**src/rtl/lc3_memaccess_seq.sv**
```systemverilog
// LC-3 MemAccess sequencer: one load/store at a time, with LDI/STI performing a
// pointer fetch followed by the real access, absorbing MEM_LAT cycles of read latency.
module lc3_memaccess_seq #(
  parameter int MEM_LAT = 1
) (
  input  logic        clock,
  input  logic        reset,
  input  logic        req_valid,
  output logic        req_ready,
  input  logic [1:0]  req_op,
  input  logic [15:0] req_addr,
  input  logic [15:0] req_data,
  output logic        DMem_en,
  output logic        DMem_rd,
  output logic [15:0] DMem_addr,
  output logic [15:0] Dmem_din,
  input  logic [15:0] DMem_dout,
  output logic [15:0] memout,
  output logic        done
);

  localparam logic [1:0] OP_LD  = 2'b00;
  localparam logic [1:0] OP_LDI = 2'b01;
  localparam logic [1:0] OP_ST  = 2'b10;
  localparam logic [1:0] OP_STI = 2'b11;
  localparam logic [2:0] LAT_LAST = 3'(MEM_LAT - 1);

  typedef enum logic [2:0] {
    IDLE, ISSUE1, WAIT1, ISSUE2, WAIT2, DONE
  } state_t;

  state_t      state_reg;
  logic [1:0]  op_reg;
  logic [15:0] data_reg;
  logic [2:0]  cnt_reg;

  // Outputs are registered: each is loaded on the transition into the state that presents it.
  always_ff @(posedge clock or posedge reset) begin
    if (reset) begin
      state_reg <= IDLE;
      op_reg    <= OP_LD;
      data_reg  <= '0;
      cnt_reg   <= '0;
      req_ready <= 1'b1;
      DMem_en   <= 1'b0;
      DMem_rd   <= 1'b1;
      DMem_addr <= '0;
      Dmem_din  <= '0;
      memout    <= '0;
      done      <= 1'b0;
    end else begin
      case (state_reg)
        IDLE: begin
          if (req_valid) begin
            op_reg    <= req_op;
            data_reg  <= req_data;
            state_reg <= ISSUE1;
            req_ready <= 1'b0;
            DMem_en   <= 1'b1;
            DMem_addr <= req_addr;
            if (req_op == OP_ST) begin
              DMem_rd  <= 1'b0;
              Dmem_din <= req_data;
            end else begin
              DMem_rd <= 1'b1;
            end
          end
        end
        ISSUE1: begin
          DMem_en <= 1'b0;
          DMem_rd <= 1'b1;
          if (op_reg == OP_ST) begin
            state_reg <= DONE;
            done      <= 1'b1;
          end else begin
            state_reg <= WAIT1;
            cnt_reg   <= LAT_LAST;
          end
        end
        WAIT1: begin
          if (cnt_reg == 3'd0) begin
            if (op_reg == OP_LD) begin
              memout    <= DMem_dout;
              state_reg <= DONE;
              done      <= 1'b1;
            end else begin
              // Pointer goes straight onto the address bus for the second access.
              state_reg <= ISSUE2;
              DMem_en   <= 1'b1;
              DMem_addr <= DMem_dout;
              if (op_reg == OP_STI) begin
                DMem_rd  <= 1'b0;
                Dmem_din <= data_reg;
              end else begin
                DMem_rd <= 1'b1;
              end
            end
          end else begin
            cnt_reg <= cnt_reg - 3'd1;
          end
        end
        ISSUE2: begin
          DMem_en <= 1'b0;
          DMem_rd <= 1'b1;
          if (op_reg == OP_STI) begin
            state_reg <= DONE;
            done      <= 1'b1;
          end else begin
            state_reg <= WAIT2;
            cnt_reg   <= LAT_LAST;
          end
        end
        WAIT2: begin
          if (cnt_reg == 3'd0) begin
            memout    <= DMem_dout;
            state_reg <= DONE;
            done      <= 1'b1;
          end else begin
            cnt_reg <= cnt_reg - 3'd1;
          end
        end
        DONE: begin
          done      <= 1'b0;
          req_ready <= 1'b1;
          state_reg <= IDLE;
        end
        default: begin
          state_reg <= IDLE;
          req_ready <= 1'b1;
          DMem_en   <= 1'b0;
          DMem_rd   <= 1'b1;
          done      <= 1'b0;
        end
      endcase
    end
  end

endmodule

```
**config.mk**
```make
export PLATFORM = sky130hd
export DESIGN_NAME = lc3_memaccess_seq
export DESIGN_NICKNAME = d
export VERILOG_FILES = /design/src/rtl/lc3_memaccess_seq.sv
export SDC_FILE = /design/constraint.sdc
export NUM_CORES = 1
export LEC_CHECK = 0
export BUFFER_PORTS_ARGS = -buffer_cell sky130_fd_sc_hd__buf_2
export CAP_MARGIN = 20
export CORE_MARGIN = 2
export CORE_UTILIZATION = 52
export CTS_CLUSTER_SIZE = 12
export DETAILED_ROUTE_END_ITERATION = 8
export PLACE_DENSITY = 0.81
export SLEW_MARGIN = 20
export SYNTH_ARGS = -nofsm -noshare
export SYNTH_HDL_FRONTEND = slang
export SYNTH_SLANG_ARGS = --single-unit
```
**constraint.sdc**
```tcl
create_clock -name clock -period 2.1 [get_ports clock]
set_input_delay 0 -clock clock [delete_from_list [all_inputs] [get_ports clock]]
set_output_delay 0 -clock clock [all_outputs]
set_load 0.01 [all_outputs]
```
# [Yosys cells after proc, flatten, opt, wreduce, memory -nomap -nowiden]
# Cells that the tools add are included.
[totals] reg_bits=76 output_inout_bits=52
[classes] add_sub_neg=1 n_eq_ne=20 muxes=43 bitwise_logic=3 reduce_logical=18
[op_table] cell="16-bit 2-to-1 mux" n=11
[op_table] cell="16-bit one-hot mux with 2 select lines" n=3
[op_table] cell="3-bit 2-to-1 mux" n=8
[op_table] cell="2-bit != test, second input constant" n=12
[op_table] cell="4-bit AND reduction" n=4
[op_table] cell="1-bit 2-to-1 mux" n=15
[op_table] cell="3-bit one-hot mux with 5 select lines" n=1
[op_table] cell="6-bit AND reduction" n=2
[op_table] cell="3-bit one-hot mux with 3 select lines" n=1
[op_table] cell="2-bit equality test, second input constant" n=3
[op_table] cell="3-bit by 2-bit equality test with 1-bit output, second input constant" n=2
[op_table] cell="3-bit equality test, second input constant" n=2
[op_table] cell="3-bit zero test" n=2
[op_table] cell="1-bit one-hot mux with 3 select lines" n=2
[op_table] cell="1-bit one-hot mux with 5 select lines" n=1
[op_table] cell="2-bit AND reduction" n=2
[op_table] cell="2-bit nonzero test" n=2
[op_table] cell="2-bit OR reduction" n=2
[op_table] cell="4-bit OR reduction" n=1
[op_table] cell="3-bit by 1-bit equality test with 1-bit output, second input constant" n=1
[op_table] cell="1-bit inverter" n=3
[op_table] cell="3-bit AND reduction" n=1
[op_table] cell="3-bit nonzero test" n=1
[op_table] cell="3-bit by 1-bit subtractor with 3-bit output, second input constant" n=1
[op_table] cell="other kinds (2)" n=2

# [Logic depth before layout (Yosys ltp)]
[logic_depth] depth_word=5 ltp_mapped=8 depth_no_buf=6

# [Worst setup path before layout]
# Ideal clock, no wire load.
[synth_timing] kind="flip-flop to flip-flop" from="reg cnt_reg[0]" to="reg Dmem_din[0]" arrival_time_ns=1.799 t_required_ns=1.975 slack_ns=0.176 stages_incl_launch_ff=9 n_path_buf=2 cell_sequence="dfrtp_1 > inv_1 > ha_1 > nor2b_4 > a41oi_1 > or3_1 > buf_6 > buf_6 > mux2_4"
[synth_between] elab_chain_cells=3
[synth_lines] element="start: declaration" line_no="35" source="logic [2:0] cnt_reg;"
[synth_lines] element="start signal: assignment" line_no="99" source="cnt_reg <= cnt_reg - 3'd1;"
[synth_lines] element="start signal: assignment" line_no="119" source="cnt_reg <= cnt_reg - 3'd1;"
[synth_lines] element="3-bit zero test" line_no="81" source="if (cnt_reg == 3'd0) begin"
[synth_lines] element="2-bit != test (no line)"
[synth_lines] element="6-bit AND reduction (no line)"
[synth_lines] element="end signal: assignment" line_no="63" source="Dmem_din <= req_data;"
[synth_lines] element="end signal: assignment" line_no="93" source="Dmem_din <= data_reg;"
[synth_lines] element="end: declaration" line_no="16" source="output logic [15:0] Dmem_din,"
# No other way between the ends.
# A chain may end at the register's enable or synchronous reset.

# [Final worst setup path]
[layout_timing] from="reg cnt_reg[0]" to="reg Dmem_din[13]"
# Same word-level chain as after synthesis.

==> results.sh <==
export IMPL_irDropWorstVdd_v=0.000758
export IMPL_synth_edf_count=0
export IMPL_synth_compound_area_share_pct=4.87
export IMPL_drive_gt1_share_pct=56.9
export IMPL_die_w_um=87.7
export IMPL_cts_setup_buffers=0
export IMPL_worst_slew_pin_slew_ns=0.577
export IMPL_finClkSkew_ns=0.0101
export IMPL_critPathRequiredTime_ns=2.33
export IMPL_synthAdderAreaFrac_pct=0.687
export IMPL_dr_pass1_iters=4
export IMPL_numPortBuffers=104
export IMPL_crit_start="cnt_reg[0]"
export IMPL_synthFlopType="dfrtp_1"
export IMPL_fin_cells=514
export IMPL_cp_max_fo=17
export IMPL_insertion_delay_ns=0.35
export IMPL_yosysWarnings=0
export IMPL_grt_pass1_wl_um=13200
export IMPL_worstPathArrival_ns=2.23
export IMPL_crit_end="Dmem_din[13]"
export IMPL_wl_per_cell_um=15.8
export IMPL_final_cell_mix="buf_2, mux2_2, dfrtp_1, dlygate4sd3_1, mux2_4"
export IMPL_cp_end_kind="flip-flop"
export IMPL_power_density_nw_per_um2=1420
export IMPL_cp_cell_sequence="inv_1 > ha_1 > nor2b_4 > a41oi_1 > or3_1 > buf_12 > mux2_4"
export IMPL_final_common_cell="buf_2"
export IMPL_crit_reg2reg_launch="cnt_reg[0]"
export IMPL_clockBufferDepth=2
export IMPL_worstSetupPathType="flip-flop to flip-flop"
export IMPL_drtAntennaViolNets=0
export IMPL_status="finished, final reports clean"
export IMPL_tns_ns=0
export IMPL_cts_tree="done"
export IMPL_synth_distinct_cells=42
export IMPL_dieArea_um2=7690
export IMPL_core_area_um2=6790
export IMPL_async_flop_share_pct=100
export IMPL_routed_wirelength_um=8120
export IMPL_antenna_found_initial=0
export IMPL_via_count=2634
export IMPL_rows=30
export IMPL_gp_congestion=0.847
export IMPL_gr_total_overflow=0
export IMPL_cp_depth=7
export IMPL_r2r_setup_slack_ns=0.11
export IMPL_dp_cells=457
export IMPL_postCtsHoldBufs=41
export IMPL_muxShareOfSynthArea_pct=32.7
export IMPL_ctsHtreeMaxLevel=3
export IMPL_track_usage_pct=22.4
export IMPL_fin_crit_ns=1.99
export IMPL_reg2reg_to="Dmem_din[13]"
export IMPL_synth_top_family_by_area="multiplexers"
export IMPL_cpMaxStageDelayCell="dfrtp_1"
export IMPL_grt_setup_unrepaired="no"
export IMPL_finalSetupViolCount=0
export IMPL_cts_buffers=9
export IMPL_reg2reg_depth=7
export IMPL_synth_simple_area_share_pct=5.80
export IMPL_syn2layout_area_growth_pct=35.6
export IMPL_hp_class="input pin to flip-flop"
export IMPL_hpwl_um=5220
export IMPL_finish_net_count=468
export IMPL_clockRootBuffer="clkbuf_8"
export IMPL_finalHoldViolCount=0
export IMPL_drtIter0Drc=112
export IMPL_critPathMaxStageDelay_ns=0.39
export IMPL_grt_max_degree=37
export IMPL_synth_seq_area_share_pct=52.2
export IMPL_chipHeight_um=87.7
export IMPL_clk_pin_slew_worst_paths_ns=0.08
export IMPL_syn_area_um2=3640
export IMPL_power_leakage_nw=2.33
export IMPL_timing_final_crit_share_pct=94.9
export IMPL_ioPinCount=105
export IMPL_cts_resized=0
export IMPL_crit_family="simple AND/OR/NAND/NOR gates"
export IMPL_synth_fp_nets=314
export IMPL_grt_pass1_vias=2814
export IMPL_critPathBufInv=2
export IMPL_drc=0
export IMPL_maxCapViolCount=0
export IMPL_drv_slew=0
export IMPL_synth_seq_cells=76
export IMPL_via_per_inst=5.12
export IMPL_fmax_mhz=502
export IMPL_cts_sinks=76
export IMPL_startpoint_type="flip-flop"
export IMPL_diodes=0
export IMPL_synth_xor_area_share_pct=0
export IMPL_initial_core_util_pct=53.6
export IMPL_syn_avg_cell_area_um2=14.1
export IMPL_synthCells=259
export IMPL_relSlewSlack_pct=61.5
==> tightest hold or removal path, cell delays in order <==
cell	delay (ns)
buf_2	0.08
mux2_2	0.13
mux2_2	0.13
==> kinds of logic after synthesis <==
logic type | Yosys count
AOI/OAI and AO/OA | 26
muxes | 100
buffers and inverters | 21
DFF | 76
and+or+nand+nor | 34
adders and majority gates | 2
==> power by group <==
| group | internal [mW] | switching, mW |
|---|---|---|
| combinational | 1.82 | 1.39 |
| sequential | 2.21 | 0.465 |
| clock | 0.555 | 0.581 |
==> per-stage QoR <==
stage	area, µm²	total power, mW	util, %	hold slack, ns	setup slack [ns]
global placement	4340	5.72	63.8	-0.0536	0.193
finish	4940	7.02	72.8	0.0178	0.107
detailed placement	4340	5.85	63.8	-0.0482	0.141
CTS	4940	7.05	72.8	0.00140	0.112
global route	4940	7.49	72.8	0.00890	0.0492
floorplan	3640	4.81	-	0.151	0.165
==> cells in the mapped netlist, types with 2 or more instances <==
master	n	area share [%]
a211oi_1	2	0.41
buf_4	4	0.82
o21ai_0	8	1.1
buf_2	5	0.69
o21a_1	2	0.41
buf_6	3	0.93
ha_1	2	0.69
o2bb2ai_1	2	0.48
dfstp_2	2	1.4
nor2_1	8	0.82
nand2_1	5	0.51
or3_1	2	0.34
mux2_4	18	7.4
nor3_1	3	0.41
or2b_1	2	0.41
inv_1	7	0.72
a21oi_1	2	0.27
a22oi_1	2	0.41
dfrtp_1	74	51
nand2b_1	3	0.51
and3_1	2	0.34
mux2_2	81	25
==> per-layer routing <==
metal,vias to the layer above,GRT usage [%],share of wire [%]
met1,1283,27.2,41
met5,-,0,0
met3,10,7.45,7.9
met4,0,6.29,1.2
met2,106,38.1,50
li1,1235,-,-
==> layout make-up <==
cell class | count | area, µm²
Sequential cell | 76 | 1900
Fill cell | 459 | 1850
Multi-Input combinational cell | 162 | 1610
Timing Repair Buffer | 157 | 1080
Clock buffer | 9 | 124
Tap cell | 96 | 120
Clock inverter | 7 | 73.8
Inverter | 7 | 26.3
==> worst min-delay path by stage <==
stage / slack, ns / cells after the start / start / to
global route: 0.009 / 3 / req_addr[4] / DMem_addr[4]
CTS: 0.001 / 3 / req_addr[7] / DMem_addr[7]
floorplan: 0.15 / 1 / DMem_dout[0] / memout[0]
detailed placement: -0.05 / 2 / reset / memout[15]
finish: 0.02 / 3 / req_addr[12] / DMem_addr[12]
global placement: -0.05 / 2 / reset / memout[15]
Power figures use the tool's default switching activity.
